==> src/rtl/gem_tx_link_seq_if.sv <==
// ---------------------------------------------------------------------------
// gem_tx_link_seq_if
//   Bundles the GEM trigger-fiber TX sequencer's status inputs, control
//   outputs and monitoring outputs into one port.
//
//   master : the sequencer itself. It reads the transceiver status and the
//            resync request, and drives the resets, link status, K-code and
//            monitoring counters.
//   slave  : the transceiver/control side. It drives the status and the
//            request, and observes everything else.
//
//   Signals
//     TX_PLL_LOCK   GTX TX PLL lock detect (asynchronous)
//     TXRESETDONE   GTX TX reset done (asynchronous)
//     TX_SYNC_DONE  TX phase-alignment done (asynchronous)
//     FORCE_RESYNC  single-cycle request to restart bring-up (synchronous)
//     TRG_TX_PLLRST TX PLL reset
//     TRG_GTXTXRST  GTX TX reset
//     TRG_RST       datapath reset (idle K-codes while high)
//     LINK_UP       link operational
//     FRM_SEP[7:0]  rotating frame-separator K-code
//     RESYNC_CNT    restarts taken from LINK_UP, saturating
//     TIMEOUT_ERR   sticky wait-state timeout flag
//     STATE[2:0]    current sequencer state
// ---------------------------------------------------------------------------
interface gem_tx_link_seq_if;
    logic       TX_PLL_LOCK;
    logic       TXRESETDONE;
    logic       TX_SYNC_DONE;
    logic       FORCE_RESYNC;
    logic       TRG_TX_PLLRST;
    logic       TRG_GTXTXRST;
    logic       TRG_RST;
    logic       LINK_UP;
    logic [7:0] FRM_SEP;
    logic [7:0] RESYNC_CNT;
    logic       TIMEOUT_ERR;
    logic [2:0] STATE;

    modport master (
        input  TX_PLL_LOCK, TXRESETDONE, TX_SYNC_DONE, FORCE_RESYNC,
        output TRG_TX_PLLRST, TRG_GTXTXRST, TRG_RST, LINK_UP,
        output FRM_SEP, RESYNC_CNT, TIMEOUT_ERR, STATE
    );

    modport slave (
        output TX_PLL_LOCK, TXRESETDONE, TX_SYNC_DONE, FORCE_RESYNC,
        input  TRG_TX_PLLRST, TRG_GTXTXRST, TRG_RST, LINK_UP,
        input  FRM_SEP, RESYNC_CNT, TIMEOUT_ERR, STATE
    );
endinterface

==> src/rtl/gem_tx_link_seq.sv <==
// ---------------------------------------------------------------------------
// gem_tx_link_seq
//   Bring-up and supervision sequencer for the GEM trigger-fiber transmitter.
//   Walks PLL reset -> wait lock -> GTX reset -> wait reset done -> wait
//   phase sync -> idle run -> link up, and restarts from PLL reset on a
//   health fault, a timeout or a FORCE_RESYNC request.
//
//   Ports
//     TRG_CLK80  80 MHz frame clock, the only clock
//     RST        synchronous, active-high reset
//     bus        gem_tx_link_seq_if.master (status in, resets/status out)
//
//   Parameters
//     PLLRST_CYCLES  cycles TRG_TX_PLLRST is held high (>=1)
//     GTXRST_CYCLES  cycles TRG_GTXTXRST is held high alone (>=1)
//     LOCK_TIMEOUT   max cycles spent in any WAIT_* state (16-bit)
//     IDLE_FRAMES    idle frames (2 clocks each) sent before link-up (>=1)
//
//   All outputs are registered decodes of the state being entered, so on
//   every cycle they match STATE exactly.
// ---------------------------------------------------------------------------
module gem_tx_link_seq #(
    parameter int PLLRST_CYCLES = 16,
    parameter int GTXRST_CYCLES = 16,
    parameter int LOCK_TIMEOUT  = 65535,
    parameter int IDLE_FRAMES   = 64
) (
    input  logic               TRG_CLK80,
    input  logic               RST,
    gem_tx_link_seq_if.master  bus
);

    typedef enum logic [2:0] {
        S_PLLRST    = 3'd0,
        S_WAIT_LOCK = 3'd1,
        S_GTXRST    = 3'd2,
        S_WAIT_DONE = 3'd3,
        S_WAIT_SYNC = 3'd4,
        S_IDLE      = 3'd5,
        S_UP        = 3'd6
    } state_t;

    localparam logic [15:0] PLLRST_LAST  = 16'(PLLRST_CYCLES - 1);
    localparam logic [15:0] GTXRST_LAST  = 16'(GTXRST_CYCLES - 1);
    localparam logic [15:0] TIMEOUT_LAST = 16'(LOCK_TIMEOUT);
    localparam logic [15:0] IDLE_LAST    = 16'(2 * IDLE_FRAMES - 1);

    localparam logic [7:0] K_BC = 8'hBC;
    localparam logic [7:0] K_F7 = 8'hF7;
    localparam logic [7:0] K_FB = 8'hFB;
    localparam logic [7:0] K_FD = 8'hFD;

    // Saturating increment for the restart counter.
    function automatic logic [7:0] sat_inc8(input logic [7:0] v);
        return (v == 8'hFF) ? v : v + 8'd1;
    endfunction

    // Frame-separator rotation BC -> F7 -> FB -> FD -> BC.
    function automatic logic [7:0] frm_sep_next(input logic [7:0] v);
        logic [7:0] r;
        case (v)
            K_BC:    r = K_F7;
            K_F7:    r = K_FB;
            K_FB:    r = K_FD;
            default: r = K_BC;
        endcase
        return r;
    endfunction

    state_t      state_q, state_d;
    logic [15:0] cnt_q, cnt_d;
    logic        phase_q, phase_d;
    logic [7:0]  frm_sep_q, frm_sep_d;
    logic [7:0]  resync_cnt_q, resync_cnt_d;
    logic        timeout_err_q, timeout_err_d;
    logic        pllrst_q, pllrst_d;
    logic        gtxrst_q, gtxrst_d;
    logic        trg_rst_q, trg_rst_d;
    logic        link_up_q, link_up_d;

    // Two-flop synchronisers, bit 0 lock, bit 1 reset done, bit 2 sync done.
    logic [2:0]  meta_q, meta_d;
    logic [2:0]  sync_q, sync_d;

    logic        lock_s, done_s, sync_s;
    logic        tmo;
    logic        fault;
    logic        timeout_hit;
    logic        up_exit;

    assign lock_s = sync_q[0];
    assign done_s = sync_q[1];
    assign sync_s = sync_q[2];

    always_comb begin
        meta_d = {bus.TX_SYNC_DONE, bus.TXRESETDONE, bus.TX_PLL_LOCK};
        sync_d = meta_q;
    end

    // ---- state register --------------------------------------------------
    always_ff @(posedge TRG_CLK80) begin
        if (RST) begin
            meta_q        <= 3'b000;
            sync_q        <= 3'b000;
            state_q       <= S_PLLRST;
            cnt_q         <= 16'd0;
            phase_q       <= 1'b0;
            frm_sep_q     <= K_BC;
            resync_cnt_q  <= 8'd0;
            timeout_err_q <= 1'b0;
            pllrst_q      <= 1'b1;
            gtxrst_q      <= 1'b1;
            trg_rst_q     <= 1'b1;
            link_up_q     <= 1'b0;
        end else begin
            meta_q        <= meta_d;
            sync_q        <= sync_d;
            state_q       <= state_d;
            cnt_q         <= cnt_d;
            phase_q       <= phase_d;
            frm_sep_q     <= frm_sep_d;
            resync_cnt_q  <= resync_cnt_d;
            timeout_err_q <= timeout_err_d;
            pllrst_q      <= pllrst_d;
            gtxrst_q      <= gtxrst_d;
            trg_rst_q     <= trg_rst_d;
            link_up_q     <= link_up_d;
        end
    end

    // ---- next-state logic ------------------------------------------------
    always_comb begin
        state_d     = state_q;
        timeout_hit = 1'b0;
        up_exit     = 1'b0;
        tmo         = (cnt_q == TIMEOUT_LAST);
        // Loss of lock or a restart request aborts any state past WAIT_LOCK.
        fault       = !lock_s || bus.FORCE_RESYNC;

        case (state_q)
            S_PLLRST: begin
                // FORCE_RESYNC is deliberately ignored: already restarting.
                if (cnt_q == PLLRST_LAST) state_d = S_WAIT_LOCK;
            end
            S_WAIT_LOCK: begin
                // Lock is what is being waited for, so only the request aborts.
                timeout_hit = tmo && !lock_s;
                if (bus.FORCE_RESYNC) state_d = S_PLLRST;
                else if (lock_s)      state_d = S_GTXRST;
                else if (tmo)         state_d = S_PLLRST;
            end
            S_GTXRST: begin
                if (fault)                    state_d = S_PLLRST;
                else if (cnt_q == GTXRST_LAST) state_d = S_WAIT_DONE;
            end
            S_WAIT_DONE: begin
                // A timeout coinciding with a fault still flags the error.
                timeout_hit = tmo && !done_s;
                if (fault)       state_d = S_PLLRST;
                else if (done_s) state_d = S_WAIT_SYNC;
                else if (tmo)    state_d = S_PLLRST;
            end
            S_WAIT_SYNC: begin
                timeout_hit = tmo && !sync_s;
                if (fault)       state_d = S_PLLRST;
                else if (sync_s) state_d = S_IDLE;
                else if (tmo)    state_d = S_PLLRST;
            end
            S_IDLE: begin
                if (fault)                   state_d = S_PLLRST;
                else if (cnt_q == IDLE_LAST) state_d = S_UP;
            end
            S_UP: begin
                if (fault || !done_s) begin
                    state_d = S_PLLRST;
                    up_exit = 1'b1;
                end
            end
            default: state_d = S_PLLRST;
        endcase

        cnt_d = (state_d != state_q) ? 16'd0 : cnt_q + 16'd1;

        // Phase starts at 0 on the first UP cycle and toggles while staying up.
        phase_d = (state_q == S_UP && state_d == S_UP) ? ~phase_q : 1'b0;

        // Leaving (or not being in) UP forces BC, which also wins over an advance.
        if (state_d != S_UP)
            frm_sep_d = K_BC;
        else if (state_q == S_UP && phase_q)
            frm_sep_d = frm_sep_next(frm_sep_q);
        else
            frm_sep_d = frm_sep_q;

        resync_cnt_d  = up_exit ? sat_inc8(resync_cnt_q) : resync_cnt_q;
        timeout_err_d = timeout_err_q | timeout_hit;
    end

    // ---- output decode of the state being entered -------------------------
    always_comb begin
        pllrst_d  = 1'b1;
        gtxrst_d  = 1'b1;
        trg_rst_d = 1'b1;
        link_up_d = 1'b0;
        case (state_d)
            S_PLLRST: begin
                pllrst_d = 1'b1;
                gtxrst_d = 1'b1;
            end
            S_WAIT_LOCK, S_GTXRST: begin
                pllrst_d = 1'b0;
                gtxrst_d = 1'b1;
            end
            S_WAIT_DONE, S_WAIT_SYNC, S_IDLE: begin
                pllrst_d = 1'b0;
                gtxrst_d = 1'b0;
            end
            S_UP: begin
                pllrst_d  = 1'b0;
                gtxrst_d  = 1'b0;
                trg_rst_d = 1'b0;
                link_up_d = 1'b1;
            end
            default: begin
                pllrst_d = 1'b1;
                gtxrst_d = 1'b1;
            end
        endcase
    end

    assign bus.TRG_TX_PLLRST = pllrst_q;
    assign bus.TRG_GTXTXRST  = gtxrst_q;
    assign bus.TRG_RST       = trg_rst_q;
    assign bus.LINK_UP       = link_up_q;
    assign bus.FRM_SEP       = frm_sep_q;
    assign bus.RESYNC_CNT    = resync_cnt_q;
    assign bus.TIMEOUT_ERR   = timeout_err_q;
    assign bus.STATE         = state_q;

endmodule

==> src/flat_wrapper.sv <==
// flat-port wrapper written by rule: the top's interface ports become plain ports
module gem_tx_link_seq_flat 
#(
    parameter int PLLRST_CYCLES = 16,
    parameter int GTXRST_CYCLES = 16,
    parameter int LOCK_TIMEOUT  = 65535,
    parameter int IDLE_FRAMES   = 64
)
  (TRG_CLK80, RST, bus_TX_PLL_LOCK, bus_TXRESETDONE, bus_TX_SYNC_DONE, bus_FORCE_RESYNC, bus_TRG_TX_PLLRST, bus_TRG_GTXTXRST, bus_TRG_RST, bus_LINK_UP, bus_FRM_SEP, bus_RESYNC_CNT, bus_TIMEOUT_ERR, bus_STATE);
  gem_tx_link_seq_if bus_i ();
  input  logic TRG_CLK80;
  input  logic RST;
  input wire logic [$bits(bus_i.TX_PLL_LOCK)-1:0] bus_TX_PLL_LOCK;
  input wire logic [$bits(bus_i.TXRESETDONE)-1:0] bus_TXRESETDONE;
  input wire logic [$bits(bus_i.TX_SYNC_DONE)-1:0] bus_TX_SYNC_DONE;
  input wire logic [$bits(bus_i.FORCE_RESYNC)-1:0] bus_FORCE_RESYNC;
  output wire logic [$bits(bus_i.TRG_TX_PLLRST)-1:0] bus_TRG_TX_PLLRST;
  output wire logic [$bits(bus_i.TRG_GTXTXRST)-1:0] bus_TRG_GTXTXRST;
  output wire logic [$bits(bus_i.TRG_RST)-1:0] bus_TRG_RST;
  output wire logic [$bits(bus_i.LINK_UP)-1:0] bus_LINK_UP;
  output wire logic [$bits(bus_i.FRM_SEP)-1:0] bus_FRM_SEP;
  output wire logic [$bits(bus_i.RESYNC_CNT)-1:0] bus_RESYNC_CNT;
  output wire logic [$bits(bus_i.TIMEOUT_ERR)-1:0] bus_TIMEOUT_ERR;
  output wire logic [$bits(bus_i.STATE)-1:0] bus_STATE;
  assign bus_i.TX_PLL_LOCK = bus_TX_PLL_LOCK;
  assign bus_i.TXRESETDONE = bus_TXRESETDONE;
  assign bus_i.TX_SYNC_DONE = bus_TX_SYNC_DONE;
  assign bus_i.FORCE_RESYNC = bus_FORCE_RESYNC;
  assign bus_TRG_TX_PLLRST = bus_i.TRG_TX_PLLRST;
  assign bus_TRG_GTXTXRST = bus_i.TRG_GTXTXRST;
  assign bus_TRG_RST = bus_i.TRG_RST;
  assign bus_LINK_UP = bus_i.LINK_UP;
  assign bus_FRM_SEP = bus_i.FRM_SEP;
  assign bus_RESYNC_CNT = bus_i.RESYNC_CNT;
  assign bus_TIMEOUT_ERR = bus_i.TIMEOUT_ERR;
  assign bus_STATE = bus_i.STATE;
  gem_tx_link_seq #(.PLLRST_CYCLES(PLLRST_CYCLES), .GTXRST_CYCLES(GTXRST_CYCLES), .LOCK_TIMEOUT(LOCK_TIMEOUT), .IDLE_FRAMES(IDLE_FRAMES)) u_core (.TRG_CLK80(TRG_CLK80), .RST(RST), .bus(bus_i));
endmodule
==> config.mk <==
export PLATFORM = sky130hd
export DESIGN_NAME = gem_tx_link_seq_flat
export DESIGN_NICKNAME = d
export VERILOG_FILES = /design/src/rtl/gem_tx_link_seq_if.sv /design/src/rtl/gem_tx_link_seq.sv /design/src/flat_wrapper.sv
export SDC_FILE = /design/constraint.sdc
export NUM_CORES = 1
export LEC_CHECK = 0
export ABC_AREA = 1
export BUFFER_PORTS_ARGS = -buffer_cell sky130_fd_sc_hd__clkbuf_2
export CORE_MARGIN = 4
export CORE_UTILIZATION = 51
export DETAILED_ROUTE_END_ITERATION = 10
export PLACE_DENSITY = 0.72
export REMOVE_ABC_BUFFERS = 1
export SYNTH_ARGS = -nofsm -noshare
export SYNTH_HDL_FRONTEND = slang
export SYNTH_SLANG_ARGS = --single-unit
==> constraint.sdc <==
create_clock -name TRG_CLK80 -period 3.5 [get_ports TRG_CLK80]
set_clock_uncertainty 0.15 [all_clocks]
set_input_delay 0.35 -clock TRG_CLK80 [delete_from_list [all_inputs] [get_ports TRG_CLK80]]
set_output_delay 0.35 -clock TRG_CLK80 [all_outputs]
set_load 0.005 [all_outputs]
# --- Word-level counts from Yosys, hierarchy flattened ---
# Cells that the tools add are included.
# Widths: inputs -> output; s select.
word_totals:
  word_cells: 78
  mem_count: 0
  latchBits: 0
  ram_bits: 0
  reg_bits: 47
  mem_bits_ro: 0
op_classes:
  order_cmp: 0
  muxes: 22
  eq_ne: 21
  multipliers: 0
  addsub: 2
  n_bitwise: 4
  div_mod_pow: 0
  n_reduce_logical: 17
  shift: 0
op_table:
  columns: ["cell", "n"]
  rows:
  - ["$mux 3", 13]
  - ["$eq 8x8->1 const B", 4]
  - ["$pmux 3 s7", 1]
  - ["$pmux 7 s3", 1]
  - ["$eq 3x3->1 const B", 6]
  - ["$add 16x1->16 const B", 1]
  - ["$eq 16x16->1 const B", 1]
  - ["$eq 16x4->1 const B", 1]
  - ["$eq 16x7->1 const B", 1]
  - ["$eq 3x2->1 const B", 4]
  - ["$add 8x1->8 const B", 1]
  - ["$eq 3x1->1 const B", 2]
  - ["$mux 1", 6]
  - ["$reduce_or 2->1", 3]
  - ["$reduce_or 6->1", 1]
  - ["$logic_and 1x1->1", 5]
  - ["$reduce_or 4->1", 1]
  - ["$logic_not 1->1", 3]
  - ["$logic_not 3->1", 1]
  - ["$ne 3x3->1", 1]
  - ["$ne 3x3->1 const B", 1]
  - ["$not 1->1", 3]
  - ["$pmux 1 s3", 1]
  - ["$logic_or 1x1->1", 2]
  - ["other kinds (2)", 2]

# --- Logic depth before layout (Yosys ltp) ---
# Gate-level depths: netlist (run 1).
logic_depth:
  depth_word: 9
  depth_mapped: 16
  ltp_nobuf: 15

# --- Least setup slack after synthesis (run 1) ---
# No wires, ideal clock.
synth_timing:
  kind: "reg2reg"
  startpoint: "register u_core.cnt_q[0]"
  endpoint: "register u_core.cnt_q[2]"
  period_less_slack_ns: 1.996
  slack_ns: 1.504
  setup_ns: 0.121
  t_arrival_ns: 1.725
  path_stages_with_launch: 16
  cell_sequence: "dfxtp_1 ha_1 nand2_2 nor2_4 nand2_2 nor2_2 nand2_1 nand2_1 nand2_1 nor2_2 nand2_2 o21ai_1 inv_1 nand2_4 buf_12 nor2_4"
synth_via:
  elab_chain_len: 7
synth_rtl:
  columns: ["element", "line_no", "text"]
  rows:
  - ["start: declaration", "gem_tx_link_seq.sv:71", "logic [15:0] cnt_q, cnt_d;"]
  - ["start signal: assignment", "gem_tx_link_seq.sv:119", "cnt_q <= cnt_d;"]
  - ["$eq 16x16->1", "gem_tx_link_seq.sv:136", "tmo = (cnt_q == TIMEOUT_LAST);"]
  - ["$mux 3", "gem_tx_link_seq.sv:150, gem_tx_link_seq.sv:161, gem_tx_link_seq.sv:167", null]
  - ["$mux 3, on equally long branches", "gem_tx_link_seq.sv:166, gem_tx_link_seq.sv:149, gem_tx_link_seq.sv:160", null]
  - ["$mux 3, on equally long branches", "gem_tx_link_seq.sv:165, gem_tx_link_seq.sv:148, gem_tx_link_seq.sv:159", null]
  - ["$pmux 3 s7", "gem_tx_link_seq.sv:140", "case (state_q)"]
  - ["$ne 3x3->1", "gem_tx_link_seq.sv:182", "cnt_d = (state_d != state_q) ? 16'd0 : cnt_q + 16'd1;"]
  - ["$reduce_or 2->1 (no line)", null, null]
# Parallel ways exist; a longest one is shown, timed or not.
# A chain may end at the register's enable or synchronous reset.

# --- Final worst setup path (run 1) ---
layout_timing:
  startpoint: "register u_core.cnt_q[0]"
  endpoint: "register u_core.cnt_q[11]"
# Same word-level chain as after synthesis.

==> flow_summary.toml, run 1 <==
[drt]
wire_per_inst_um = 10.6
via_per_inst = 4.76
routed_wirelength_um = 4030
ant_nets = 0
firstDrtPassIters = 4
first_iter_violations = 73
drc = 0
vias = 1819

[clock_tree]
clkSinkCount = 43
clkLatencyLatePin_ns = 0.28
cts_hold_buffers = 0
post_cts_buffers = 0
cts.repair.resized = 0
cts.path.max_buffers = 2
cts_made_buffers = 5
root_buffer = "clkbuf_8"
clk_pin_slew_ns = 0.08
tritoncts = "built"
h-tree-depth = 2

[setup_path]
startpoint = "u_core.cnt_q[0]"
critPathMaxStageDelay_ns = 0.40
crit_fanout = 16
crit_required_ns = 3.51
reg2reg_setup_slack_ns = 1.20
cpMaxStageDelayCell = "dfxtp_1"
arrival_ns = 2.32
worst_setup_path_end_kind = "flip-flop"
cp_num_buf_inv = 1
r2r_start = "u_core.cnt_q[0]"
startpoint_type = "flip-flop"
criticalPathCategory = "flip-flop to flip-flop"
reg2reg_depth = 14
path_cells = "ha_1, nand2_2, nor2_4, nand2_2, nor2_2, nand2_1, nand2_1, nand2_1, nor2_2, nand2_2, o21ai_1, inv_1, nand2_4, nor2_1"
crit_cells = 14
critPathCapture = "u_core.cnt_q[11]"
r2r_end = "u_core.cnt_q[11]"
worst_path_dominant_cell_family = "simple AND/OR/NAND/NOR gates"

[placed_design]
hpwl_um = 3180
gp_congestion = 0.973
place_ws_ns = 1.19
port-buffer-count = 26

[global_route]
grt_pass1_wl_um = 7160
antenna_found_initial = 0
grt_max_degree = 17
grt_pass1_vias = 1696
gr-total-overflow = 0
grt_use_total = 0.162

[finish]
nFillCells = 375
nNetsFinal = 339
final_core_util = 0.600
antenna_cells = 0
area_growth_pct = 10.1
drive_gt1_frac = 0.199

[yosys]
synth_seq_cells = 43
ys_warn_count = 0
synth_flop_cell = "dfxtp_1"
synth_cell_types = 37
synth_cells = 302
yosysSeqAreaShare = 0.381
synth_enable_flop_cells = 0
synth.cell_area_mm2 = 0.00226
postSynth.asyncResetShare = 0
syn_area_per_cell_um2 = 7.48

[floorplan]
dieArea_mm2 = 0.00556
boundaryPins = 30
die_x_um = 74.6
die_h_um = 74.6
rows = 23
start_util = 0.545
core_area_mm2 = 0.00414

[sta]
finalCritPeriodShare = 0.658
fmax_mhz = 434
worst_slack_ns = 1.20
hold_viol = 0
period_minus_slack_ns = 2.30
rsz0062_at_grt = "false"
slew_violations = 0
setup_viol = 0
fin_setup_tns_ns = 0

[min_path]
worstHoldPathType = "input port to flip-flop"

[pwr]
vdd_drop_max_mv = 0.277
p_leak_nw = 1.09
power_density_mw_per_mm2 = 333
power_mw = 0.827

[status]
status = "complete, no violations"

[job]
drv_cap = 0
power breakdown:
| group | leakage [nW] | internal, mW | switching [mW] |
|---|---|---|---|
| sequential | 0.348 | 0.495 | 0.00379 |
| clock | 0.0422 | 0.140 | 0.156 |
| combinational | 0.699 | 0.0105 | 0.0216 |
| total | 1.09 | 0.645 | 0.182 |
tightest hold or removal path: stages:
cell and delay (ns):
clkbuf_2 0.08, inv_1 0.04, nor2_1 0.03
per-stage QoR:
step | hold slack, ns | cell area [um2] | cells
after floorplan | 0.238 | 2210 | 298
after global placement | 0.239 | 2410 | 374
final | 0.0937 | 2490 | 382
after CTS | 0.0872 | 2490 | 382
after detailed placement | 0.255 | 2410 | 374
after global routing | 0.101 | 2490 | 382
cells in the final DEF (no fill, tap or decap), types with 2 or more instances in the layout:
| cell type | count |
|---|---|
| xnor2_1 | 7 |
| nor2_1 | 44 |
| conb_1 | 3 |
| clkbuf_2 | 26 |
| nor4_1 | 2 |
| nand2_2 | 8 |
| nand4_1 | 5 |
| a31oi_1 | 2 |
| clkbuf_8 | 5 |
| o211ai_1 | 3 |
| o21ai_0 | 7 |
| nor3_1 | 4 |
| clkbuf_1 | 2 |
| xor2_1 | 8 |
| nor2_4 | 14 |
| inv_1 | 47 |
| a21oi_1 | 7 |
| inv_2 | 2 |
| nor2_2 | 4 |
| clkinv_1 | 2 |
| ha_1 | 2 |
| nand3_2 | 2 |
| o21bai_1 | 2 |
| nand3_1 | 14 |
| nand2_4 | 2 |
| nand2_1 | 54 |
| dfxtp_1 | 43 |
layer usage:
layer	vias up	global-route usage	part of all wire
met5	-	0	0
met4	0	0.0435	0.0020
met3	2	0.0405	0.055
met2	53	0.246	0.43
met1	769	0.229	0.52
li1	995	-	-
Yosys cell counts, types with 3 or more instances:
| cell | number | area share |
|---|---|---|
| nor3_1 | 4 | 0.0089 |
| nand2_2 | 8 | 0.022 |
| nor2_2 | 4 | 0.011 |
| nand4_1 | 5 | 0.014 |
| buf_4 | 4 | 0.013 |
| inv_1 | 47 | 0.078 |
| nand3_1 | 14 | 0.031 |
| o21ai_0 | 7 | 0.016 |
| nor2_1 | 44 | 0.073 |
| a21oi_1 | 7 | 0.016 |
| o211ai_1 | 3 | 0.010 |
| nand2_1 | 54 | 0.090 |
| xnor2_1 | 7 | 0.027 |
| xor2_1 | 8 | 0.031 |
| dfxtp_1 | 43 | 0.38 |
| nor2_4 | 14 | 0.070 |
worst min path at each step:
stage | startpoint | to | slack, ns | depth (start not counted)
6_report | bus_TXRESETDONE | u_core.meta_q[1] | 0.09 | 3
5_1_grt | bus_TXRESETDONE | u_core.meta_q[1] | 0.10 | 3
4_1_cts | bus_TXRESETDONE | u_core.meta_q[1] | 0.09 | 3
3_5_place_dp | u_core.meta_q[2] | u_core.sync_q[2] | 0.26 | 2
3_3_place_gp | u_core.meta_q[2] | u_core.sync_q[2] | 0.24 | 2
2_1_floorplan | u_core.meta_q[0] | u_core.sync_q[0] | 0.24 | 2
final cells by class:
cell class / count / area [um2] / area share
clock inverter: 1 / 5.00 / 0.00201
multi-input combinational: 204 / 1160 / 0.467
inverter: 51 / 191 / 0.0770
sequential: 43 / 861 / 0.346
timing repair buffer: 26 / 130 / 0.0523
tap: 50 / 62.6 / 0.0252
clock buffer: 7 / 76.3 / 0.0307
flip-flops by register name, indices dropped and copies added (netlist names):
register,cells
u_core.sync_q,3
u_core.bus.FRM_SEP,4
u_core.bus.TIMEOUT_ERR,1
u_core.bus.LINK_UP,1
u_core.bus.TRG_GTXTXRST,1
u_core.bus.STATE,3
u_core.bus.RESYNC_CNT,8
u_core.bus.TRG_TX_PLLRST,1
u_core.meta_q,3
u_core.phase_q,1
u_core.bus.TRG_RST,1
u_core.cnt_q,16
cell families after synthesis:
logic type	Yosys count	share of synthesized area
DFF	43	0.381
other	1	0.00166
adders and majority gates	2	0.0111
AOI/OAI and AO/OA	30	0.0925
xor gates and xnor gates	15	0.0581
and+or+nand+nor	154	0.347
buffers and inverters	57	0.109
Note: power is estimated with default switching activity, not from simulation.
==> run 2: changes to the inputs <==
Settings changed: ABC_AREA 1 to 0.
Clock period 3.5 ns to 2.25 ns, I/O delays scaled along.
==> run 2 against run 1 <==
Sequential power is 56% higher. Fmax increased by 8.6%. Largest power group unchanged. Register-to-register slack got worse by 1.1 ns. Sequential share of layout area shrank 1.3 points. Critical path type unchanged. Critical path depth down 7. Largest cell class unchanged.
==> flow_summary.toml, run 2 <==
[status]
status = "complete, no violations"

[clock_tree]
tritoncts = "built"
cts.path.max_buffers = 2
clkSinkCount = 43
clkLatencyLatePin_ns = 0.30
h-tree-depth = 2
clk_pin_slew_ns = 0.08
cts_made_buffers = 5
root_buffer = "clkbuf_8"

[finish]
final_common_cell = "dfxtp_1"
nFillCells = 340
multi_input_area_mm2 = 0.00123
seqCellArea_um2 = 863
final_core_util = 0.643
largest_register = "u_core.cnt_q"
area_growth_pct = 21.1
final_cell_mix = "dfxtp_1, clkbuf_2, nor2_1"
antenna_cells = 0
largest_reg_flops = 16
drive_gt1_frac = 0.274
nNetsFinal = 284

[pwr]
p_switching_mw = 0.290
vdd_drop_max_mv = 0.425
sequentialPowerShare = 0.598
p_sw_frac = 0.223
power_frac_clock = 0.366
power_mw = 1.30
intPower_mw = 1.01
p_comb_frac = 0.036
power_density_mw_per_mm2 = 501
p_leak_nw = 0.970

[setup_path]
cpMaxStageDelayCell = "or3_2"
criticalPathCategory = "flip-flop to flip-flop"
cpMostUsedCell = "buf_4"
crit_required_ns = 2.29
crit_fanout = 5
path_cells = "or3_2, nor4_4, buf_4, buf_4, a32oi_1, nor3b_2, o31a_1"
critPathMaxStageDelay_ns = 0.50
startpoint_type = "flip-flop"
worst_setup_path_end_kind = "flip-flop"
arrival_ns = 2.16

[drt]
wl_met1_um = 2180
highest_layer = "met4"
vias = 1823
firstDrtPassIters = 4
first_iter_violations = 96
wl_met2_um = 1920
wire_per_inst_um = 13.4
routed_wirelength_um = 4380
ant_nets = 0
via_per_inst = 5.57
drc = 0
wl_met3_um = 222

[yosys]
synthTopCellsByArea = "dfxtp_1, xnor2_1, a211oi_1, nor2_1, nor2b_1"
synth.cell_area_mm2 = 0.00214
synth_cell_types = 58
synth_flop_cell = "dfxtp_1"
synth_enable_flop_cells = 0
synth_area_leader_cell = "dfxtp_1"
syn_area_per_cell_um2 = 9.27
synth_seq_cells = 43
synth_common_cells = "dfxtp_1, nor2_1, a211oi_1"
yosysMostFrequentCell = "dfxtp_1"
synth_cells = 231
postSynth.asyncResetShare = 0
ys_warn_count = 0
yosysSeqAreaShare = 0.402
synth_top_area_frac = 0.402

[global_route]
grt_pass1_wl_um = 7620
grt_max_degree = 18
antenna_found_initial = 0
grt_use_total = 0.179
gr-total-overflow = 0
grt_pass1_vias = 1657

[sta]
setup_viol = 0
hold_viol = 0
period_minus_slack_ns = 2.12
max_slew.worst_pin.slew_ns = 0.501
worst_slack_ns = 0.129
rsz0062_at_grt = "false"
relSlewSlack = 0.663
fmax_mhz = 471
finalCritPeriodShare = 0.943
slew_violations = 0
whs_ns = 0.0639
fin_setup_tns_ns = 0

[floorplan]
dieArea_mm2 = 0.00530
boundaryPins = 30
die_x_um = 72.8
rows = 23
die_h_um = 72.8
start_util = 0.531
core_area_mm2 = 0.00403

[min_path]
worstHoldPathType = "input port to flip-flop"

[placed_design]
port-buffer-count = 26
gp_congestion = 0.857
hpwl_um = 3170
place_ws_ns = 0.0698

[job]
drv_cap = 0
[run 2: changes by cell type after synthesis, sizes merged, moves of 3 or more]
cell    change
buf         +4
a21oi       -3
nand2      -50
nor2       -42
a211oi     +16
nor4        +3
xnor2       +8
nor2b      +11
nand3       -7
nand2b      +6
inv        -45
and3        +4
[run 2: layout make-up]
cell class	instances	share of cell area
clock buffers	6	0.0280
repair buffers	48	0.131
well taps	50	0.0241
flip-flops and latches	43	0.333
multi-input cells	174	0.473
clock inverters	2	0.00483
inverters	4	0.00579
[run 2: through the flow]
stage | std cells | area (um2)
after floorplan | 221 | 2070
after global placement | 314 | 2430
after CTS | 325 | 2540
after global routing | 327 | 2590
after detailed placement | 314 | 2430
final | 327 | 2590
[run 2: cell families after synthesis]
logic type	count (synthesis)	share of synthesized area
other cells	1	0.00175
fa+ha+maj	2	0.0117
xor+xnor	22	0.0900
buf+inv	16	0.0432
compound gates	48	0.177
simple gates	99	0.275
flops	43	0.402
[run 2: power by group through the flow]
| stage | logic (mW) | clock network (mW) | registers (mW) |
|---|---|---|---|
| 4_1_cts | 0.0460 | 0.490 | 0.778 |
| 2_1_floorplan | 0.0209 | 0 | 0.794 |
| 6_report | 0.0470 | 0.475 | 0.778 |
| 5_1_grt | 0.0527 | 0.525 | 0.779 |
| 3_3_place_gp | 0.0413 | 0 | 0.795 |
| 3_5_place_dp | 0.0419 | 0 | 0.795 |
[run 2: path summary, 6_finish.rpt]
| kind | from | to | slack [ns] | cells past startpoint |
|---|---|---|---|---|
| worst max-delay path | u_core.cnt_q[11] | u_core.bus.TRG_GTXTXRST | 0.13 | 7 |
| worst min-delay path | RST | u_core.bus.STATE[0] | 0.06 | 2 |
| worst max register to register | u_core.cnt_q[11] | u_core.bus.TRG_GTXTXRST | 0.13 | 7 |
| worst min register to register | u_core.meta_q[0] | u_core.sync_q[0] | 0.29 | 1 |
[run 2: worst max-delay path: cells and delay by family, from the launching register on]
| family | cells | cell delay [ns] |
|---|---|---|
| and+or+nand+nor | 3 | 0.92 |
| DFF | 1 | 0.35 |
| AOI/OAI and AO/OA | 2 | 0.32 |
| buffers and inverters | 2 | 0.29 |
[run 2: routing by layer]
| layer | GRT usage | vias up |
|---|---|---|
| met3 | 0.0399 | 8 |
| met5 | 0 | - |
| met2 | 0.275 | 45 |
| li1 | - | 926 |
| met4 | 0.0615 | 0 |
| met1 | 0.248 | 844 |
[run 2: repair_timing]
action | CTS | global route
hold endpoints to repair | 3 | 0
hold buffers | 3 | 0
setup endpoints to repair | 0 | 10
setup buffers | 0 | 2
resized for setup | 0 | 7
